### config.mk
export PLATFORM = sky130hd
export DESIGN_NAME = tdm_demux_1xn
export DESIGN_NICKNAME = d
export VERILOG_FILES = /design/src/rtl/tdm_demux_1xn.sv
export SDC_FILE = /design/constraint.sdc
export NUM_CORES = 1
export LEC_CHECK = 0
export CAP_MARGIN = 20
export CORE_UTILIZATION = 40
export CTS_CLUSTER_DIAMETER = 100
export DETAILED_ROUTE_END_ITERATION = 7
export PLACE_DENSITY = 0.77
export SLEW_MARGIN = 20
export SYNTH_ARGS = -nofsm -noshare
export SYNTH_HDL_FRONTEND = slang
export SYNTH_SLANG_ARGS = --single-unit
### constraint.sdc
create_clock -name clk -period 1.88 [get_ports clk]
set_input_delay 0.282 -clock clk [delete_from_list [all_inputs] [get_ports clk]]
set_output_delay 0.282 -clock clk [all_outputs]
set_load 0.005 [all_outputs]
### src/rtl/tdm_demux_1xn.sv
// tdm_demux_1xn: splits a word-serial TDM stream into channels and presents each
// completed frame atomically on a double-buffered parallel output.
module tdm_demux_1xn #(
    parameter int NUM_CH = 4,
    parameter int DATA_W = 8
) (
    input  logic                       clk,
    input  logic                       rst,
    input  logic [DATA_W-1:0]          din,
    input  logic                       din_valid,
    input  logic                       frame_sync,
    output logic [NUM_CH*DATA_W-1:0]   frame_data,
    output logic                       frame_valid,
    output logic [$clog2(NUM_CH)-1:0]  slot,
    output logic                       locked,
    output logic                       sync_err
);
    localparam int SW = $clog2(NUM_CH);
    localparam logic [SW-1:0] LAST = SW'(NUM_CH - 1);

    typedef enum logic {HUNT, ACTIVE} state_t;
    state_t state;
    // slots 0..NUM_CH-2 are staged here; the final slot goes straight to frame_data
    logic [(NUM_CH-1)*DATA_W-1:0] work;

    assign locked = state == ACTIVE;

    always_ff @(posedge clk) begin
        if (rst) begin
            state       <= HUNT;
            work        <= '0;
            frame_data  <= '0;
            frame_valid <= 1'b0;
            slot        <= '0;
            sync_err    <= 1'b0;
        end else begin
            frame_valid <= 1'b0;
            sync_err    <= 1'b0;
            if (din_valid) begin
                if (state == HUNT) begin
                    if (frame_sync) begin
                        work[DATA_W-1:0] <= din;
                        slot             <= SW'(1);
                        state            <= ACTIVE;
                    end
                end else if (frame_sync) begin
                    sync_err         <= slot != '0;
                    work[DATA_W-1:0] <= din;
                    slot             <= SW'(1);
                end else if (slot == '0) begin
                    sync_err <= 1'b1;
                    state    <= HUNT;
                end else if (slot == LAST) begin
                    frame_data  <= {din, work};
                    frame_valid <= 1'b1;
                    slot        <= '0;
                end else begin
                    work[slot*DATA_W +: DATA_W] <= din;
                    slot                        <= slot + SW'(1);
                end
            end
        end
    end
endmodule
==> metrics.md, run 1 <==
| Metric | Value |
|---|---|
| Initial drt markers | `between 100 and 150` |
| Most used DFF post-synth | `sky130_fd_sc_hd__dfxtp_1` |
| Fraction of the yosys area taken by sequential cells | `roughly half` |
| Post-CTS Hold Fix Bufs | `0` |
| I/O pin cnt | `just under 50` |
| Overall power of the completed layout | `2.64 mW` |
| # Max-Cap Violations | `0` |
| Global-route wire length before repair | `about 9000 µm` |
| Die outline height | `~81 µm` |
| Via count | `between 2k and 2.5k` |
| Final ANT Viol Nets | `0` |
| CP startpoint | `slot[0]` |
| Max clock buf depth | `2` |
| VDD IR max | `roughly 0.43 mV` |
| Synthesized area | `approximately 2500 µm²` |
| P_leak | `1.10 nW` |
| Fillcell total | `around 560` |
| Fmax | `about 0.58 GHz` |
| Routed wire per std cell | `between 10 and 15 µm` |
| Die area | `6610 µm²` |
| Antenna Cells | `0` |
| Post-route core utilization | `a little under three fifths` |
| Final worst slack | `~0.16 ns` |
| Count of flip-flops with a built-in enable after synthesis | `0` |
| Post-route cell area | `3300 µm²` |
| Cell at the root of the clock tree | `sky130_fd_sc_hd__clkbuf_8` |
| Avg Vias per Cell | `5.12` |
| Power share of the combinational group | `about 7.0%` |
| Hold Crit Class | `reg2reg` |
| Total setup violations reported at the end of the flow | `0` |
| Final layout net count | `between 300 and 400` |
| Initial core utilization | `a little over two fifths` |
| Clock insertion delay at the later pin of the skew report | `around 0.34 ns` |
| Residual overflow from global routing | `0` |
| Hold violation count in the final report | `0` |
| Power Dens Cells | `798 nW/µm²` |
| Number of port buffers | `48` |
| Clock transition at path regs | `approximately 0.070 ns` |
| Number of sinks driven by the clock tree | `just over 60` |
| Clock power share | `43.2%` |
| Area of all sequential standard cells | `1220 µm²` |
| Worst-margin pin slew | `roughly 0.6 ns` |
| Average cell area after synthesis | `roughly 8.5 µm²` |
| Result of the run | `finished, final reports clean` |
| Cell Count, Final, Fillers Out | `428` |
| Number of clock buffers inserted by TritonCTS | `9` |
| Hold Path Stages | `2` |
| Top post-synthesis cells by count | `66 x sky130_fd_sc_hd__nand2_1, 61 x sky130_fd_sc_hd__dfxtp_1, 51 x sky130_fd_sc_hd__a21oi_1` |
| Post-route DRC | `0` |
| Total of warnings raised by yosys | `0` |
| Post-Route Skew | `0.00733 ns` |
| Relative contribution of sequential cells to total power | `49.8%` |
| Setup slack after placement | `-0.109 ns` |
| Destination of the worst register-to-register timing path | `slot[1]` |
| Top cell type's share of synthesized area | `about half` |
| Post-synthesis sequential element count | `slightly above 60` |
| Sw frac | `24.3%` |
| Most used standard cell by instance count after synthesis | `sky130_fd_sc_hd__nand2_1` |
| Final weighted congestion in routability-driven placement | `0.844` |
| CP Data Arrival Time | `1.99 ns` |
| Syn nets | `between 300 and 400` |
| Setup Crit Path Kind | `reg2reg` |
| Number of placed instances with taps included | `412` |
| Switching pwr | `642 µW` |
| Area Growth Syn to Fin | `31.4%` |
| Row count | `28` |
| Setup crit start kind | `register` |
| Die Wd | `roughly 81 µm` |
| Largest driver fanout on the critical path | `5` |
| Most area-consuming cells after synthesis | `sky130_fd_sc_hd__dfxtp_1 49%, sky130_fd_sc_hd__a21oi_1 10%, sky130_fd_sc_hd__nand2_1 9.9%` |
| CP endpoint | `slot[1]` |
| Register-to-Register Setup Slack | `about 0.16 ns` |
| Fraction of registers with async set or reset after synthesis | `0%` |
| First-pass iteration count of the detailed router | `4` |
| Post-layout minimum cycle time | `~1.7 ns` |
| Initial antenna violation count | `0` |
| HPWL after DPL | `between 3000 and 4000 µm` |
| Gate Count Post-Synth | `between 200 and 300` |
| Final hold slack | `0.446 ns` |
| Final wirelength | `5690 µm` |
| GRT Total Usage | `a little under a fifth` |
| Share of post-route cells with drive strength above 1 | `10.2%` |
| Critical R2R Launch | `slot[0]` |
| Worst setup EP type | `register` |
| Total Neg Setup Slack | `0 ns` |
| Distinct cells, synth | `30` |
| Clock tree from TritonCTS | `built` |
| Largest net degree at the start of global routing | `38` |
| Area taken by multi-input logic gates | `1150 µm²` |
| Internal power contribution | `2.00 mW` |
| Cell Area, Placed | `approximately 3100 µm²` |
| Max-slew violations | `0` |
| Final worst path period share | `approximately nine tenths` |
| Core outline area | `roughly 6000 µm²` |
| Number of cells traversed by the worst register-to-register path | `6` |
| Via count of the first global-routing pass | `between 2k and 2.5k` |
| Worst slew slack as a fraction of its limit | `between 50 and 60%` |
| Data required time of the critical path | `about 2.2 ns` |
| Total number of H-tree levels | `3` |
| RSZ-0062 raised after global routing | `false` |
| Synth area leader | `sky130_fd_sc_hd__dfxtp_1` |
## layout make-up
| type | instances | share of cell area (%) |
|---|---|---|
| clock inverters | 6 | 1.93 |
| well taps | 75 | 2.84 |
| flip-flops and latches | 61 | 37.0 |
| repair buffers | 62 | 18.7 |
| multi-input cells | 207 | 34.9 |
| clock buffers | 10 | 3.86 |
| inverters | 7 | 0.795 |
## worst min path at each step
stage / start / to / slack [ns]
6_report: work[11] / frame_data[11] / 0.45
3_3_place_gp: work[19] / frame_data[19] / 0.44
3_5_place_dp: work[8] / frame_data[8] / 0.44
4_1_cts: rst / frame_data[7] / 0.44
5_1_grt: work[8] / frame_data[8] / 0.47
2_1_floorplan: din_valid / locked / 0.40
## logic make-up (layout without fill, tap and decap cells)
logic type / count (synthesis) / count (layout) / share of synthesized area (%)
adders and majority gates: 7 / 7 / 3.48
DFF: 61 / 61 / 48.6
and+or+nand+nor: 113 / 113 / 22.7
AOI/OAI and AO/OA: 79 / 79 / 16.4
muxes: 8 / 8 / 3.18
buffers and inverters: 28 / 85 / 5.62
## repair_timing
action                     in CTS  in global routing
gates resized for setup         0                  1
setup endpoints to repair       0                 32
setup buffers                   0                  0
## critical path: stages, from the launching register on
cell,delay (ns)
sky130_fd_sc_hd__dfxtp_1,0.32
sky130_fd_sc_hd__inv_1,0.07
sky130_fd_sc_hd__ha_1,0.24
sky130_fd_sc_hd__ha_1,0.20
sky130_fd_sc_hd__nand2b_2,0.22
sky130_fd_sc_hd__or4b_1,0.47
sky130_fd_sc_hd__a21oi_1,0.12
## power by group through the flow
stage / clock, mW / combinational, mW / sequential (mW)
after global routing: 1.22 / 0.199 / 1.31
after global placement: 0 / 0.176 / 1.34
after floorplan: 0 / 0.0951 / 1.34
after detailed placement: 0 / 0.182 / 1.34
after CTS: 1.16 / 0.183 / 1.31
final: 1.14 / 0.185 / 1.31
## flip-flops by register name (all words and copies together) (netlist names)
name / count
frame_data: 32
frame_valid: 1
locked: 1
slot: 2
sync_err: 1
work: 24
## cells in the final DEF, fill, tap and decap left out
master	count
sky130_fd_sc_hd__and4bb_2	1
sky130_fd_sc_hd__mux2i_1	8
sky130_fd_sc_hd__nand2b_1	9
sky130_fd_sc_hd__and3b_1	1
sky130_fd_sc_hd__clkinvlp_4	2
sky130_fd_sc_hd__inv_1	7
sky130_fd_sc_hd__or3_2	1
sky130_fd_sc_hd__clkbuf_8	9
sky130_fd_sc_hd__clkbuf_1	1
sky130_fd_sc_hd__a21oi_1	51
sky130_fd_sc_hd__a311oi_1	1
sky130_fd_sc_hd__dfxtp_1	61
sky130_fd_sc_hd__nand2b_2	1
sky130_fd_sc_hd__nand3b_1	1
sky130_fd_sc_hd__and4b_1	1
sky130_fd_sc_hd__buf_2	1
sky130_fd_sc_hd__nor3_1	1
sky130_fd_sc_hd__bufinv_16	1
sky130_fd_sc_hd__ha_1	7
sky130_fd_sc_hd__nand4_1	17
sky130_fd_sc_hd__nand2_1	66
sky130_fd_sc_hd__o21ai_0	25
sky130_fd_sc_hd__nor2_1	1
sky130_fd_sc_hd__nor4_1	1
sky130_fd_sc_hd__clkdlybuf4s50_1	47
sky130_fd_sc_hd__buf_4	11
sky130_fd_sc_hd__or4b_1	1
sky130_fd_sc_hd__buf_12	3
sky130_fd_sc_hd__and4_4	1
sky130_fd_sc_hd__o31ai_1	1
sky130_fd_sc_hd__a21oi_4	1
sky130_fd_sc_hd__clkinv_4	1
sky130_fd_sc_hd__clkinv_2	2
sky130_fd_sc_hd__nor2b_1	8
sky130_fd_sc_hd__nor3b_2	1
sky130_fd_sc_hd__nand4b_1	1
## per-layer routing
layer / GRT usage [%] / wire [µm]
met5: 0 / 0
met1: 22.6 / 2590
met3: 5.39 / 438
met4: 10.7 / 99
met2: 28.7 / 2560
Note: power is estimated with default switching activity, not from simulation.
==> inputs of run 2 (changes only) <==
Settings changed: CTS_CLUSTER_DIAMETER 100 to 50.
==> results of run 2 <==
No change in the layout: final DEF, timing and power equal those of run 1.
==> inputs of run 3 (changes only) <==
Settings changed: CORE_MARGIN set to 2, CTS_CLUSTER_SIZE set to 30.
==> run 3 against run 2 <==
Effect of this change: core utilization is 0.38 points higher; wire length up 1.3%; power increased by 2.4%; combinational power is essentially flat; global-route usage shrank 1.3 points; fmax down 3.6%; final area increased by 0.68%; clock power up 5%; flip-flop and latch count stayed put; via count is 1.4% higher; critical path depth stayed put; first-iteration DRC count decreased by 18%; critical path type unchanged.
==> metrics.md, run 3 (synthesized netlist as in run 1, its figures left out) <==
| Metric | Value |
|---|---|
| Result of the run | `finished, final reports clean (unchanged)` |
| Register-to-Register Setup Slack | `0.09 ns (was 0.16 ns)` |
| Die Wd | `83.3 µm (was 81.3 µm)` |
| Routed wire per std cell | `13.5 µm (was 13.3 µm)` |
| Area Growth Syn to Fin | `32.3% (was 31.4%)` |
| Setup slack after placement | `-0.138 ns (was -0.109 ns)` |
| First-pass iteration count of the detailed router | `4 (unchanged)` |
| Post-route cell area | `3330 µm² (was 3300 µm²)` |
| Global-route wire length before repair | `9640 µm (was 9190 µm)` |
| Post-Route Skew | `0.00585 ns (was 0.00733 ns)` |
| Initial core utilization | `42.0% (unchanged)` |
| Number of clock buffers inserted by TritonCTS | `9 (unchanged)` |
| VDD IR max | `0.627 mV (was 0.427 mV)` |
| Core outline area | `5990 µm² (unchanged)` |
| GRT Total Usage | `17.1% (was 18.5%)` |
| Largest driver fanout on the critical path | `5 (unchanged)` |
| Post-layout minimum cycle time | `1.79 ns (was 1.72 ns)` |
| Final worst slack | `0.0948 ns (was 0.159 ns)` |
| HPWL after DPL | `3920 µm (was 3830 µm)` |
| Residual overflow from global routing | `0 (unchanged)` |
| Total Neg Setup Slack | `0 ns (unchanged)` |
| Number of placed instances with taps included | `412 (unchanged)` |
| Setup crit start kind | `register (unchanged)` |
| Leading cell types in the layout, fill and taps excluded | `66 x sky130_fd_sc_hd__nand2_1, 61 x sky130_fd_sc_hd__dfxtp_1, 50 x sky130_fd_sc_hd__a21oi_1, 47 x sky130_fd_sc_hd__clkdlybuf4s50_1, 25 x sky130_fd_sc_hd__o21ai_0 (was 66 x sky130_fd_sc_hd__nand2_1, 61 x sky130_fd_sc_hd__dfxtp_1, 51 x sky130_fd_sc_hd__a21oi_1, 47 x sky130_fd_sc_hd__clkdlybuf4s50_1, 25 x sky130_fd_sc_hd__o21ai_0)` |
| Total number of H-tree levels | `3 (unchanged)` |
| Biggest registers after layout | `frame_data (32), work (24), slot (2) (unchanged)` |
| Worst setup EP type | `register (unchanged)` |
| Post-route core utilization | `55.5% (was 55.2%)` |
| Post-CTS Hold Fix Bufs | `0 (unchanged)` |
| Post-route DRC | `0 (unchanged)` |
| Initial antenna violation count | `0 (unchanged)` |
| Max clock buf depth | `2 (unchanged)` |
| Initial drt markers | `119 (was 145)` |
| Antenna Cells | `0 (unchanged)` |
| Via count of the first global-routing pass | `2,041 (was 2,016)` |
| Row count | `28 (unchanged)` |
| Max-slew violations | `0 (unchanged)` |
| I/O pin cnt | `49 (unchanged)` |
| Slowest Stage Delay on Critical Path | `0.52 ns (was 0.47 ns)` |
| Final layout net count | `367 (unchanged)` |
| Most frequent cell on the critical path | `sky130_fd_sc_hd__ha_1 (unchanged)` |
| Avg Vias per Cell | `5.19 (was 5.12)` |
| Final weighted congestion in routability-driven placement | `0.904 (was 0.844)` |
| Data required time of the critical path | `2.16 ns (was 2.15 ns)` |
| Number of port buffers | `48 (unchanged)` |
| Post-CTS setup buffers | `0 (unchanged)` |
| Via count | `2,222 (was 2,191)` |
| Die outline height | `83.3 µm (was 81.3 µm)` |
| Fmax | `0.560 GHz (was 0.581 GHz)` |
| Cell Count, Final, Fillers Out | `428 (unchanged)` |
| Final wirelength | `5770 µm (was 5690 µm)` |
| Hold Crit Class | `in2reg (was reg2reg)` |
| Crit-path cells | `inv_1 -> ha_1 -> ha_1 -> nand2b_2 -> or4b_1 -> a21oi_2 (was inv_1 -> ha_1 -> ha_1 -> nand2b_2 -> or4b_1 -> a21oi_1)` |
| Die area | `6940 µm² (was 6610 µm²)` |
| Clock tree from TritonCTS | `built (unchanged)` |
| Share of post-route cells with drive strength above 1 | `10.8% (was 10.2%)` |
| Reg with most FFs | `frame_data (unchanged)` |
| Worst-margin pin slew | `0.458 ns (was 0.608 ns)` |
| Clock transition at path regs | `0.06 ns (was 0.07 ns)` |
| Max stage delay cell, worst path | `sky130_fd_sc_hd__or4b_1 (unchanged)` |
| Cell Area, Placed | `3110 µm² (unchanged)` |
| Number of sinks driven by the clock tree | `61 (unchanged)` |
| RSZ-0062 raised after global routing | `false (unchanged)` |
| # Max-Cap Violations | `0 (unchanged)` |
| Most common cell after layout, fill and taps aside | `sky130_fd_sc_hd__nand2_1 (unchanged)` |
| Total setup violations reported at the end of the flow | `0 (unchanged)` |
| Final ANT Viol Nets | `0 (unchanged)` |
| Worst slew slack as a fraction of its limit | `69.3% (was 59.5%)` |
| Setup Crit Path Kind | `reg2reg (unchanged)` |
| Power Dens Cells | `811 nW/µm² (was 798 nW/µm²)` |
| Hold violation count in the final report | `0 (unchanged)` |
| CP Data Arrival Time | `2.06 ns (was 1.99 ns)` |
| Final worst path period share | `95.0% (was 91.5%)` |
| Largest net degree at the start of global routing | `33 (was 38)` |
| Cell at the root of the clock tree | `sky130_fd_sc_hd__clkbuf_8 (unchanged)` |
| Max FFs per register | `32 (unchanged)` |
| Clock insertion delay at the later pin of the skew report | `0.34 ns (about the same)` |
| P_leak | `1.12 nW (was 1.10 nW)` |
[run 3: changes by cell type in the layout (fill, tap and decap cells not counted)]
cell and delta:
sky130_fd_sc_hd__a21oi_1 -1, sky130_fd_sc_hd__a21oi_2 +1, sky130_fd_sc_hd__clkbuf_1 -1, sky130_fd_sc_hd__clkbuf_8 +3, sky130_fd_sc_hd__clkinv_2 +1, sky130_fd_sc_hd__clkinv_4 -1
sky130_fd_sc_hd__clkinvlp_4 -2
[run 3: path summary, 6_finish.rpt]
| check | startpoint | endpoint | depth (start not counted) |
|---|---|---|---|
| worst max-delay path | slot[0] | slot[1] | 6 |
| worst min-delay path | rst | frame_data[8] | 2 |
| worst max register to register | slot[0] | slot[1] | 6 |
| worst min register to register | work[18] | frame_data[18] | 2 |
[run 3: area by class of cell]
| cell class | instances | area, µm² |
|---|---|---|
| Tap cell | 75 | 93.8 |
| Inverter | 7 | 26.3 |
| Timing Repair Buffer | 62 | 618 |
| Clock buffer | 12 | 165 |
| Clock inverter | 4 | 45.0 |
| Multi-Input combinational cell | 207 | 1160 |
| Fill cell | 562 | 2660 |
| Sequential cell | 61 | 1220 |
[run 3: where the power goes]
part	switching, mW	total, mW	internal [mW]
combinational	0.104	0.186	0.0821
clock	0.488	1.20	0.713
sequential	0.00775	1.31	1.30
[run 3: per-stage QoR]
stage	total power [mW]	hold slack, ns
2_1_floorplan	1.44	0.397
3_3_place_gp	1.52	0.437
3_5_place_dp	1.52	0.445
4_1_cts	2.72	0.358
5_1_grt	2.79	0.395
6_report	2.70	0.371
[run 3: metal layers]
layer,vias to the layer above,track usage (%),wire length [µm]
met4,0,10.4,168
met3,17,4.57,331
li1,1120,-,-
met5,-,0,0
met2,71,25.7,2650
met1,1014,21.9,2620
[run 3: repair_timing]
action,CTS,global route
hold endpoints to repair,0,0
endpoints found under the setup margin,0,33
gates resized for setup,0,2
[run 3: critical path, delay by kind of cell, from the launching register on]
kind | cells | cell delay, ns
fa+ha+maj | 2 | 0.46
flops | 1 | 0.32
buf+inv | 1 | 0.07
simple gates | 2 | 0.75
compound gates | 1 | 0.12
